===== src/rtl/microwave_control_unit_if.sv =====
// Front-panel and timer-side signal bundle for microwave_control_unit.
// master: the controller (drives timer controls, magnetron, alarm, state).
// slave:  the panel/timer side (drives keys, buttons, door, timer_done).
interface microwave_control_unit_if;
  logic       key_valid;
  logic [3:0] key_data;
  logic       start_btn;
  logic       stop_btn;
  logic       clear_btn;
  logic       door_closed;
  logic       timer_done;
  logic [3:0] timer_data;
  logic       timer_loadn;
  logic       timer_enable;
  logic       timer_clearn;
  logic       mag_on;
  logic       alarm;
  logic [1:0] state;

  modport master (
    input  key_valid, key_data, start_btn, stop_btn, clear_btn, door_closed, timer_done,
    output timer_data, timer_loadn, timer_enable, timer_clearn, mag_on, alarm, state
  );

  modport slave (
    output key_valid, key_data, start_btn, stop_btn, clear_btn, door_closed, timer_done,
    input  timer_data, timer_loadn, timer_enable, timer_clearn, mag_on, alarm, state
  );
endinterface


===== src/rtl/microwave_control_unit.sv =====
// Microwave oven sequencing controller: keypad digit entry into the countdown
// timer, seconds prescaler gating the timer count, cook/pause/done FSM and
// end-of-cook alarm. All outputs are registered.
// Optional feature macro: MWC_DOOR_INTERLOCK_EN (door interlock on start,
// cook and alarm). Left undefined, door_closed is ignored.
module microwave_control_unit #(
  parameter int unsigned TICK_DIV     = 50_000_000,
  parameter int unsigned MAX_DIGITS   = 3,
  parameter int unsigned ALARM_CYCLES = 100
) (
  input logic                      CLK,
  input logic                      clearn,
  microwave_control_unit_if.master mwc
);

  localparam int unsigned PW = ($clog2(TICK_DIV) > 26) ? $clog2(TICK_DIV) : 26;
  localparam int unsigned DW = ($clog2(MAX_DIGITS + 1) > 1) ? $clog2(MAX_DIGITS + 1) : 1;
  localparam int unsigned AW = ($clog2(ALARM_CYCLES + 1) > 1) ? $clog2(ALARM_CYCLES + 1) : 1;

  typedef enum logic [1:0] {
    ST_IDLE  = 2'd0,
    ST_COOK  = 2'd1,
    ST_PAUSE = 2'd2,
    ST_DONE  = 2'd3
  } state_t;

  state_t          state_q;
  logic [DW-1:0]   digit_cnt_q;
  logic [PW-1:0]   presc_q;
  logic [AW-1:0]   alarm_cnt_q;
  logic            start_q;
  logic            stop_q;
  logic            clear_q;
  logic [3:0]      timer_data_q;
  logic            timer_loadn_q;
  logic            timer_enable_q;
  logic            timer_clearn_q;
  logic            mag_on_q;
  logic            alarm_q;

  logic            start_ev;
  logic            stop_ev;
  logic            clear_ev;
  logic            door_ok;
  logic            door_open;
  logic            key_ok;

  // Rising-edge button events against last cycle's sampled level
  assign start_ev = mwc.start_btn & ~start_q;
  assign stop_ev  = mwc.stop_btn  & ~stop_q;
  assign clear_ev = mwc.clear_btn & ~clear_q;
  assign key_ok   = mwc.key_valid && (mwc.key_data <= 4'd9) && (digit_cnt_q < DW'(MAX_DIGITS));

`ifdef MWC_DOOR_INTERLOCK_EN
  assign door_ok   = mwc.door_closed;
  assign door_open = ~mwc.door_closed;
`else
  logic unused_door;
  assign unused_door = mwc.door_closed;
  assign door_ok     = 1'b1;
  assign door_open   = 1'b0;
`endif

  // Control FSM with registered outputs; timer pulses default inactive each cycle
  always_ff @(posedge CLK) begin
    if (!clearn) begin
      state_q        <= ST_IDLE;
      digit_cnt_q    <= '0;
      presc_q        <= '0;
      alarm_cnt_q    <= '0;
      start_q        <= 1'b0;
      stop_q         <= 1'b0;
      clear_q        <= 1'b0;
      timer_data_q   <= 4'd0;
      timer_loadn_q  <= 1'b1;
      timer_enable_q <= 1'b0;
      timer_clearn_q <= 1'b0;
      mag_on_q       <= 1'b0;
      alarm_q        <= 1'b0;
    end else begin
      start_q        <= mwc.start_btn;
      stop_q         <= mwc.stop_btn;
      clear_q        <= mwc.clear_btn;
      timer_loadn_q  <= 1'b1;
      timer_enable_q <= 1'b0;
      timer_clearn_q <= 1'b1;
      case (state_q)
        ST_IDLE: begin
          if (clear_ev || stop_ev) begin
            timer_clearn_q <= 1'b0;
            digit_cnt_q    <= '0;
          end else if (start_ev && door_ok && (digit_cnt_q != '0)) begin
            presc_q  <= '0;
            mag_on_q <= 1'b1;
            state_q  <= ST_COOK;
          end else if (key_ok) begin
            timer_data_q  <= mwc.key_data;
            timer_loadn_q <= 1'b0;
            digit_cnt_q   <= digit_cnt_q + DW'(1);
          end
        end
        ST_COOK: begin
          if (clear_ev) begin
            timer_clearn_q <= 1'b0;
            digit_cnt_q    <= '0;
            mag_on_q       <= 1'b0;
            state_q        <= ST_IDLE;
          end else if (stop_ev) begin
            mag_on_q <= 1'b0;
            state_q  <= ST_PAUSE;
          end else if (mwc.timer_done) begin
            mag_on_q    <= 1'b0;
            alarm_q     <= 1'b1;
            alarm_cnt_q <= '0;
            state_q     <= ST_DONE;
          end else if (door_open) begin
            mag_on_q <= 1'b0;
            state_q  <= ST_PAUSE;
          end else if (presc_q == PW'(TICK_DIV - 1)) begin
            presc_q        <= '0;
            timer_enable_q <= 1'b1;
          end else begin
            presc_q <= presc_q + PW'(1);
          end
        end
        ST_PAUSE: begin
          if (clear_ev || stop_ev) begin
            timer_clearn_q <= 1'b0;
            digit_cnt_q    <= '0;
            state_q        <= ST_IDLE;
          end else if (start_ev && door_ok) begin
            mag_on_q <= 1'b1;
            state_q  <= ST_COOK;
          end
        end
        ST_DONE: begin
          if (clear_ev || stop_ev || door_open || (alarm_cnt_q == AW'(ALARM_CYCLES - 1))) begin
            alarm_q        <= 1'b0;
            alarm_cnt_q    <= '0;
            timer_clearn_q <= 1'b0;
            digit_cnt_q    <= '0;
            state_q        <= ST_IDLE;
          end else begin
            alarm_cnt_q <= alarm_cnt_q + AW'(1);
          end
        end
        default: state_q <= ST_IDLE;
      endcase
    end
  end

  assign mwc.timer_data   = timer_data_q;
  assign mwc.timer_loadn  = timer_loadn_q;
  assign mwc.timer_enable = timer_enable_q;
  assign mwc.timer_clearn = timer_clearn_q;
  assign mwc.mag_on       = mag_on_q;
  assign mwc.alarm        = alarm_q;
  assign mwc.state        = state_q;

endmodule


===== src/flat_wrapper.sv =====
// flat-port wrapper written by rule: the top's interface ports become plain ports
module microwave_control_unit_flat 
#(
  parameter int unsigned TICK_DIV     = 50_000_000,
  parameter int unsigned MAX_DIGITS   = 3,
  parameter int unsigned ALARM_CYCLES = 100
)
  (CLK, clearn, mwc_key_valid, mwc_key_data, mwc_start_btn, mwc_stop_btn, mwc_clear_btn, mwc_door_closed, mwc_timer_done, mwc_timer_data, mwc_timer_loadn, mwc_timer_enable, mwc_timer_clearn, mwc_mag_on, mwc_alarm, mwc_state);
  microwave_control_unit_if mwc_i ();
  input logic CLK;
  input logic clearn;
  input wire logic [$bits(mwc_i.key_valid)-1:0] mwc_key_valid;
  input wire logic [$bits(mwc_i.key_data)-1:0] mwc_key_data;
  input wire logic [$bits(mwc_i.start_btn)-1:0] mwc_start_btn;
  input wire logic [$bits(mwc_i.stop_btn)-1:0] mwc_stop_btn;
  input wire logic [$bits(mwc_i.clear_btn)-1:0] mwc_clear_btn;
  input wire logic [$bits(mwc_i.door_closed)-1:0] mwc_door_closed;
  input wire logic [$bits(mwc_i.timer_done)-1:0] mwc_timer_done;
  output wire logic [$bits(mwc_i.timer_data)-1:0] mwc_timer_data;
  output wire logic [$bits(mwc_i.timer_loadn)-1:0] mwc_timer_loadn;
  output wire logic [$bits(mwc_i.timer_enable)-1:0] mwc_timer_enable;
  output wire logic [$bits(mwc_i.timer_clearn)-1:0] mwc_timer_clearn;
  output wire logic [$bits(mwc_i.mag_on)-1:0] mwc_mag_on;
  output wire logic [$bits(mwc_i.alarm)-1:0] mwc_alarm;
  output wire logic [$bits(mwc_i.state)-1:0] mwc_state;
  assign mwc_i.key_valid = mwc_key_valid;
  assign mwc_i.key_data = mwc_key_data;
  assign mwc_i.start_btn = mwc_start_btn;
  assign mwc_i.stop_btn = mwc_stop_btn;
  assign mwc_i.clear_btn = mwc_clear_btn;
  assign mwc_i.door_closed = mwc_door_closed;
  assign mwc_i.timer_done = mwc_timer_done;
  assign mwc_timer_data = mwc_i.timer_data;
  assign mwc_timer_loadn = mwc_i.timer_loadn;
  assign mwc_timer_enable = mwc_i.timer_enable;
  assign mwc_timer_clearn = mwc_i.timer_clearn;
  assign mwc_mag_on = mwc_i.mag_on;
  assign mwc_alarm = mwc_i.alarm;
  assign mwc_state = mwc_i.state;
  microwave_control_unit #(.TICK_DIV(TICK_DIV), .MAX_DIGITS(MAX_DIGITS), .ALARM_CYCLES(ALARM_CYCLES)) u_core (.CLK(CLK), .clearn(clearn), .mwc(mwc_i));
endmodule

===== config.mk =====
export PLATFORM = sky130hd
export DESIGN_NAME = microwave_control_unit_flat
export DESIGN_NICKNAME = d
export VERILOG_FILES = /design/src/rtl/microwave_control_unit_if.sv /design/src/rtl/microwave_control_unit.sv /design/src/flat_wrapper.sv
export SDC_FILE = /design/constraint.sdc
export NUM_CORES = 1
export LEC_CHECK = 0
export CAP_MARGIN = 40
export CORE_MARGIN = 5
export CORE_UTILIZATION = 59
export CTS_BUF_LIST = sky130_fd_sc_hd__clkbuf_4
export DETAILED_ROUTE_END_ITERATION = 6
export PLACE_DENSITY = 0.83
export SYNTH_ARGS = -nofsm -noshare
export SYNTH_HDL_FRONTEND = slang
export SYNTH_SLANG_ARGS = --single-unit

===== constraint.sdc =====
create_clock -name CLK -period 2.17 [get_ports CLK]
set_clock_uncertainty 0.2 [all_clocks]
set_input_delay 0.217 -clock CLK [delete_from_list [all_inputs] [get_ports CLK]]
set_output_delay 0.217 -clock CLK [all_outputs]
set_load 0.02 [all_outputs]

==> results.cfg, run 1 <==
[status]
status = finished clean

[yosys]
synth_warnings = 0
yosys.area.top_type_share_pct = 40.2
ys.flop_type = dfxtp_1
synthesis.area_um2 = 2440
syn_area_per_cell_um2 = 8.74
postSynthCellCount = 279
syn_nets = 295
synth_cell_types = 53
ys_seq_area_share_pct = 40.2
synth-seq-cells = 49
yosysTopAreaCell = dfxtp_1
synth-edff-count = 0
synthArstFlopShare_pct = 0
synthTopCellsByArea = dfxtp_1 (40%), xor2_1 (6.5%), nor2_1 (5.9%)

[clocking]
h-tree-depth = 2
clk_path_buf_depth = 2
cts_tree = done
clkSlewWorstSetupHoldPaths_ns = 0.13
clock-sinks = 49
clk_latency_ns = 0.36
cts_buffers = 5
cts_root_buf = clkbuf_4

[setup_path]
end_kind = flip-flop
cp.arrival_ns = 2.14
reg2reg_to = u_core.presc_q[12]
path_buf_inv = 1
crit_required_ns = 2.23
cp_top_family = simple AND/OR/NAND/NOR gates
crit_type = reg2reg
slowest_delay_ns = 0.55
ff2ff_path_depth = 6
crit_chain = or4bb_4 > nor4_4 > a31oi_2 > o21ai_2 > buf_6 > nor2_1
cp.depth = 6
reg2reg_from = u_core.presc_q[10]
crit_path_start = u_core.presc_q[10]
cp-start-kind = flip-flop
endpoint = u_core.presc_q[12]
worst-path-max-fanout = 11
r2r_slack_ns = 0.09
cpMaxStageDelayCell = or4bb_4

[die]
die_x_um = 74.3
die_area_um2 = 5520
fp.dieH_um = 74.3
start_util_pct = 60.9
pin_count = 23
core_um2 = 4000
rows = 23

[timing]
setup_viol = 0
period_minus_slack_ns = 2.08
drv_slew = 0
period_share_pct = 96.0
worst_slew_pin_slew_ns = 0.419
hold_viol = 0
rsz0062_at_grt = true
relSlewSlack_pct = 72.1
fmaxAchievable_mhz = 480
fin_setup_tns_ns = 0

[detailed_routing]
viasPerCell = 5.85
detail_route.wl_per_cell_um = 14.9
routed_wirelength_mm = 5.71
vias = 2236
drc = 0
drt_pass1_iterations = 4
first_iter_violations = 156
ant_nets = 0

[cells_and_area]
design_area_um2 = 3030
antenna_cells = 0
area_delta_synth_final_pct = 24.2
finish.utilization_pct = 75.7
finalNetCount = 347
drive_above_1_share_pct = 21.1
final_common_cell = dfxtp_1
most-common-layout-cells = dfxtp_1 (42), nor2_1 (37), buf_4 (32)

[placement]
dp.final_hpwl_mm = 4.14
gp_congestion = 0.823
numPortBuffers = 21
placed_cell_area_um2 = 2900

[grt]
grt_pass1_vias = 2204
antenna_found_initial = 0
grt_overflow = 0
grt_pass1_wl_mm = 9.67
grt_max_degree = 16
track_usage_pct = 22.2

[flow_run]
cap_violations = 0

[pwr]
leakage_nw = 1.10
finalPower_mw = 1.48
cellPowerDensity_nw_per_um2 = 489
peakVddDrop_uv = 304

[min_path]
hp-class = in2reg
==> cells by family (layout without fill, tap and decap cells) <==
family / Yosys count / count (layout) / synth area share, %
AO/OA/AOI/OAI: 38 / 38 / 9.70
XOR/XNOR: 23 / 23 / 8.26
adder cells (fa/ha/maj): 4 / 4 / 2.05
buffers and inverters: 18 / 71 / 3.75
flip-flops: 49 / 49 / 40.2
multiplexers: 6 / 6 / 2.46
AND/OR/NAND/NOR: 141 / 141 / 33.5
==> registers in the layout, indices dropped and copies added, names as in the netlist <==
| register | count |
|---|---|
| u_core.mwc.mag_on | 1 |
| u_core.clear_q | 1 |
| u_core.stop_q | 1 |
| u_core.alarm_cnt_q | 7 |
| u_core.mwc.timer_loadn | 1 |
| u_core.mwc.timer_clearn | 1 |
| u_core.mwc.timer_data | 4 |
| u_core.presc_q | 26 |
| u_core.digit_cnt_q | 2 |
| u_core.start_q | 1 |
| u_core.mwc.timer_enable | 1 |
| u_core.mwc.state | 2 |
| u_core.mwc.alarm | 1 |
==> tightest hold or removal path: cells and delay by family <==
kind,cells,cell delay [ns]
AND/OR/NAND/NOR,1,0.05
buffers and inverters,1,0.40
multiplexers,1,0.13
==> power breakdown <==
group / internal (mW) / switching, mW / total [mW]
clock: 0.124 / 0.291 / 0.414
combinational: 0.0753 / 0.0766 / 0.152
sequential: 0.910 / 0.00592 / 0.916
total: 1.11 / 0.373 / 1.48
==> through the flow <==
stage | instances | setup WS [ns] | hold slack [ns]
floorplan | 279 | 0.120 | 0.139
CTS | 381 | 0.00592 | 0.253
detailed placement | 373 | -0.127 | 0.253
finish | 382 | 0.0865 | 0.263
global route | 382 | -0.0102 | 0.283
global placement | 373 | -0.0376 | 0.252
==> synthesized netlist by cell type, types with 2 or more instances <==
| library cell | number |
|---|---|
| a21oi_1 | 11 |
| nor2_1 | 38 |
| o21ai_0 | 11 |
| and3_1 | 6 |
| nor4_1 | 3 |
| and4_1 | 2 |
| o31ai_1 | 2 |
| buf_4 | 2 |
| nand2b_1 | 6 |
| or3b_2 | 2 |
| buf_6 | 2 |
| and2_1 | 5 |
| nand3_1 | 16 |
| clkbuf_1 | 6 |
| xnor2_1 | 5 |
| or4_1 | 4 |
| or3_1 | 3 |
| inv_1 | 7 |
| nor2b_1 | 4 |
| xor2_1 | 18 |
| nand4_1 | 14 |
| nor3b_1 | 2 |
| nor2_2 | 2 |
| nand4b_1 | 2 |
| nor3_1 | 4 |
| dfxtp_1 | 49 |
| mux2i_1 | 6 |
| nor4bb_1 | 2 |
| a31oi_1 | 4 |
| nand2_1 | 15 |
| ha_1 | 4 |
==> routing by layer <==
metal | global-route usage, % | wire length (um)
met1 | 27.3 | 2500
met2 | 39.9 | 2860
met3 | 3.65 | 235
met4 | 6.72 | 113
met5 | 0 | 0
==> final cells by class <==
class / count / area, um^2
Timing Repair Buffer: 56 / 484
Fill cell: 308 / 972
Clock buffer: 5 / 37.5
Inverter: 7 / 26.3
Sequential cell: 49 / 990
Tap cell: 50 / 62.6
Multi-Input combinational cell: 212 / 1410
Clock inverter: 3 / 17.5
==> how the worst min path moves through the flow <==
| stage | start | end | slack (ns) | cells after the start |
|---|---|---|---|---|
| 3_5_place_dp | u_core.mwc.alarm | u_core.mwc.alarm | 0.25 | 2 |
| 5_1_grt | mwc_key_data[0] | u_core.mwc.timer_data[0] | 0.28 | 3 |
| 3_3_place_gp | u_core.mwc.alarm | u_core.mwc.alarm | 0.25 | 2 |
| 4_1_cts | mwc_key_data[0] | u_core.mwc.timer_data[0] | 0.25 | 3 |
| 2_1_floorplan | mwc_start_btn | u_core.start_q | 0.14 | 1 |
| 6_report | mwc_key_data[0] | u_core.mwc.timer_data[0] | 0.26 | 3 |
==> timing repair <==
| item | 4_1_cts | 5_1_grt |
|---|---|---|
| gates resized for setup | 3 | 18 |
| setup buffers | 0 | 1 |
| pin swaps | 0 | 3 |
| hold endpoints to repair | 0 | 0 |
| setup endpoints to repair | 3 | 28 |
| hold buffers | 0 | 0 |
Power figures use the tool's default switching activity.
==> run 2, diff against run 1 <==
- PLACE_DENSITY: 0.83 -> 0.94
==> run 2 against run 1 <==
Final area up 0.41%. Via count rose by 0.45%. Register-to-register slack got worse by 0.07 ns. Global-route usage fell by 1.7 points. Clock-buffer cell count up 1. Power increased by 7.7%. Largest cell class unchanged. Routed wire length is 1.7% higher. First-iteration DRC count is 0.64% lower. Combinational power is essentially flat.
==> results.cfg, run 2 (synthesis results as in run 1) <==
[pwr]
peakVddDrop_uv = 376
cellPowerDensity_nw_per_um2 = 525
seqPwrFrac_pct = 57.3
net-switching-power_mw = 0.360
combPwrFrac_pct = 9.4
leakage_nw = 1.12
clkPwrFrac_pct = 33.2
internal_power_mw = 1.24
power.share.switching_pct = 22.6

[cells_and_area]
antenna_cells = 0
finalNetCount = 345
area_delta_synth_final_pct = 24.7
design_area_um2 = 3040
drive_above_1_share_pct = 19.1
largest_reg_flops = 26
regMostFlops = u_core.presc_q
most-common-layout-cells = dfxtp_1 (45), nor2_1 (38), buf_4 (29)
final_common_cell = dfxtp_1

[clocking]
h-tree-depth = 2
clk_latency_ns = 0.37
cts_tree = done
clock-sinks = 49
clkSlewWorstSetupHoldPaths_ns = 0.13
cts_buffers = 5
clk_path_buf_depth = 2
cts_root_buf = clkbuf_4
hold_buffers = 0

[timing]
relSlewSlack_pct = 64.6
hold_viol = 0
period_minus_slack_ns = 2.15
rsz0062_at_grt = true
worst_hold_slack_ns = 0.274
fmaxAchievable_mhz = 465
period_share_pct = 99.1
drv_slew = 0
worst_slew_pin_slew_ns = 0.529
setup_viol = 0

[min_path]
hp-class = in2reg

[grt]
grt_max_degree = 17
grt_pass1_wl_mm = 8.89
grt_overflow = 0
grt_pass1_vias = 2101
track_usage_pct = 20.5
antenna_found_initial = 0

[detailed_routing]
vias = 2246
ant_nets = 0
drc = 0
viasPerCell = 5.91
detail_route.wl_per_cell_um = 15.3
drt_pass1_iterations = 4
first_iter_violations = 155
routed_wirelength_mm = 5.81

[die]
pin_count = 23
fp.dieH_um = 74.3
core_um2 = 4000
die_area_um2 = 5520
start_util_pct = 60.9
die_x_um = 74.3
rows = 23

[flow_run]
cap_violations = 0

[setup_path]
cp-start-kind = flip-flop
cp.arrival_ns = 2.27
worst-path-max-fanout = 6
crit_type = reg2reg
crit_required_ns = 2.29
end_kind = flip-flop

[status]
status = finished clean

[placement]
gp_congestion = 0.832
placed_cell_area_um2 = 2880
numPortBuffers = 21
dp.final_hpwl_mm = 4.13
==> run 2: final timing paths <==
path / start / to / slack, ns / depth (start not counted)
max: u_core.digit_cnt_q[1] / u_core.presc_q[6] / 0.02 / 7
min: mwc_clear_btn / u_core.clear_q / 0.27 / 2
max reg2reg: u_core.digit_cnt_q[1] / u_core.presc_q[6] / 0.02 / 7
min reg2reg: u_core.mwc.alarm / u_core.mwc.alarm / 0.29 / 2
==> run 2: area by class of cell <==
type                       count  area (um^2)
inverter                       7         26.3
sequential                    49          986
clock inverter                 2         33.8
multi-input combinational    212         1400
timing repair buffer          54          484
fill                         276          960
tap                           50         62.6
clock buffer                   6         45.0
==> run 2: what timing repair did <==
| action | CTS | global route |
|---|---|---|
| resized for setup | 1 | 18 |
| setup buffers | 0 | 3 |
| setup endpoints to repair | 3 | 27 |
| pin swaps | 0 | 2 |
| gates cloned | 0 | 1 |
==> run 2: routing by layer <==
metal,track usage [%],part of all wire [%],up-vias
met5,0,0,-
met4,8.70,1.9,0
met3,4.05,4.7,9
met2,36.4,51,74
met1,24.1,42,1060
li1,-,-,1103
==> run 2: power by group through the flow <==
stage | clock (mW) | combinational [mW] | sequential (mW)
after floorplan | 0 | 0.0633 | 0.941
after global placement | 0 | 0.133 | 0.934
after detailed placement | 0 | 0.137 | 0.934
after CTS | 0.548 | 0.138 | 0.915
after global routing | 0.569 | 0.161 | 0.916
final | 0.531 | 0.151 | 0.915
==> run 2: stage by stage <==
step,setup TNS (ns),worst slack (ns),cells,total power [mW],utilization [%]
2_1_floorplan,0,0.120,279,1.00,-
3_3_place_gp,-0.121,-0.0323,368,1.07,71.9
6_report,0,0.0194,380,1.60,76.0
3_5_place_dp,-0.606,-0.0809,368,1.07,71.9
4_1_cts,0,0.0233,376,1.60,73.9
5_1_grt,-0.665,-0.0471,380,1.65,76.0
==> run 2: critical path: stages, from the launching register on <==
cell      delay (ns)
dfxtp_2         0.35
inv_1           0.06
ha_2            0.21
nor4b_4         0.27
o2111a_2        0.31
nand2_1         0.11
or4_1           0.44
a21oi_2         0.14
==> run 3, diff against run 2 <==
- SETUP_SLACK_MARGIN: unset -> 0.4
==> run 3 against run 2 <==
The run now ends with DRC, setup timing left. Clock-buffer cell count unchanged. Combinational power grew 36%. Final area up 11%. Via count increased by 15%. Critical path type unchanged.
==> results.cfg, run 3 (synthesis results as in run 1) <==
[cells_and_area]
final_common_cell = dfxtp_1
largest_reg_flops = 26
finish.utilization_pct = 84.7
antenna_cells = 0
regMostFlops = u_core.presc_q
area_delta_synth_final_pct = 39.1
drive_above_1_share_pct = 37.0
most-common-layout-cells = dfxtp_1 (37), buf_4 (35), nor2_1 (26)
finalNetCount = 358

[min_path]
min_path_cells = 3
hp-start = mwc_key_data[3]
hold_end = u_core.mwc.timer_data[3]
hp-class = in2reg

[pwr]
net-switching-power_mw = 0.447
power.share.switching_pct = 28.1
clkPwrFrac_pct = 29.4
cellPowerDensity_nw_per_um2 = 469
combPwrFrac_pct = 12.9
seqPwrFrac_pct = 57.7
finalPower_mw = 1.59
peakVddDrop_uv = 263
internal_power_mw = 1.14
leakage_nw = 1.31

[placement]
dp.final_hpwl_mm = 4.10
gp_congestion = 0.823
numPortBuffers = 21
dpl_worst_slack_ns = -0.0907

[setup_path]
slowest_delay_ns = 0.50
reg2reg_to = u_core.presc_q[9]
cp-start-kind = flip-flop
ff2ff_path_depth = 7
worst-path-max-fanout = 6
reg2reg_from = u_core.presc_q[18]
crit_chain = or4_4 > nor4_4 > a31oi_2 > o21ai_2 > buf_6 > buf_6 > nor2_2
end_kind = flip-flop
cpMaxStageDelayCell = or4_4
crit_type = reg2reg
cp_common_cell = buf_6
crit_required_ns = 2.29
cp.arrival_ns = 2.35
r2r_slack_ns = -0.06

[clocking]
cts_buffers = 5
clk_path_buf_depth = 2
clock-sinks = 49
cts_tree = done
hold_buffers = 0
clk_latency_ns = 0.42
h-tree-depth = 2
cts_root_buf = clkbuf_4
clkSlewWorstSetupHoldPaths_ns = 0.14

[detailed_routing]
drt_pass1_iterations = 7
ant_nets = 0
first_iter_violations = 400
viasPerCell = 6.60
vias = 2592
detail_route.wl_per_cell_um = 22.0
drc = 5
routed_wirelength_mm = 8.64

[die]
core_um2 = 4000
fp.dieH_um = 74.3
start_util_pct = 60.9
rows = 23
die_area_um2 = 5520
die_x_um = 74.3
pin_count = 23

[timing]
fmaxAchievable_mhz = 448
worst_hold_slack_ns = 0.250
rsz0062_at_grt = true
period_share_pct = 103
relSlewSlack_pct = 66.5
worst_slew_pin_slew_ns = 0.501
fin_setup_tns_ns = -1.05
drv_slew = 0
setup_viol = 20
fin_ws_ns = -0.0645
hold_viol = 0
period_minus_slack_ns = 2.23

[status]
violations = DRC, setup timing
status = complete, but fails checks

[grt]
grt_max_degree = 16
track_usage_pct = 28.4
grt_overflow = 0
grt_pass1_wl_mm = 11.9
antenna_found_initial = 0
grt_pass1_vias = 2462

[flow_run]
cap_violations = 0
run 3: cell count changes in the layout (fill, tap and decap cells not counted), moves of 5 or more:
cell	delta
buf_6	+8
clkdlybuf4s50_1	-10
dfxtp_1	-8
nor2_2	+12
o21ai_0	-5
a21oi_1	-6
dfxtp_2	+7
buf_4	+6
a21oi_2	+6
nor2_1	-12
dlymetal6s2s_1	+6
run 3: timing repair:
action,in CTS,in global routing
buffers inserted,15,4
gates cloned,2,0
pin swaps,23,8
endpoints found under the setup margin,47,52
resized for setup,41,50
run 3: final cells by class:
class | instances | area (um^2)
flip-flops and latches | 49 | 998
well taps | 50 | 62.6
multi-input cells | 212 | 1630
inverters | 7 | 26.3
clock inverters | 2 | 15.0
fillers | 192 | 611
repair buffers | 67 | 609
clock buffers | 6 | 45.0
run 3: worst max path at each step:
stage,start,endpoint,slack (ns),cells past startpoint
5_1_grt,u_core.presc_q[18],u_core.presc_q[7],-0.16,7
6_report,u_core.presc_q[18],u_core.presc_q[9],-0.06,7
4_1_cts,u_core.presc_q[7],u_core.presc_q[12],0.05,7
3_3_place_gp,mwc_clear_btn,u_core.presc_q[19],-0.03,5
3_5_place_dp,mwc_start_btn,u_core.presc_q[23],-0.09,7
2_1_floorplan,u_core.digit_cnt_q[0],u_core.presc_q[24],0.20,9
run 3: routing by layer:
metal / up-vias / global-route usage [%] / wire length, um
li1: 1135 / - / -
met1: 1237 / 32.8 / 3080
met2: 163 / 50.9 / 4480
met3: 57 / 4.73 / 629
met4: 0 / 13.6 / 452
met5: - / 0 / 0
run 3: critical path: cells and delay by family, from the launching register on:
kind                   cells  cell delay, ns
buffers and inverters      2            0.28
AO/OA/AOI/OAI              2            0.40
flip-flops                 1            0.39
AND/OR/NAND/NOR            3            0.87
run 3: through the flow:
step | instances | area, um^2
6_report | 393 | 3390
4_1_cts | 389 | 3190
3_5_place_dp | 364 | 2870
2_1_floorplan | 279 | 2480
3_3_place_gp | 364 | 2870
5_1_grt | 393 | 3390
run 3: power by group through the flow:
stage / Sequential [mW] / Combinational [mW] / Clock, mW
2_1_floorplan: 0.942 / 0.0685 / 0
3_3_place_gp: 0.935 / 0.131 / 0
3_5_place_dp: 0.936 / 0.135 / 0
4_1_cts: 0.916 / 0.168 / 0.445
5_1_grt: 0.918 / 0.212 / 0.496
6_report: 0.917 / 0.205 / 0.468
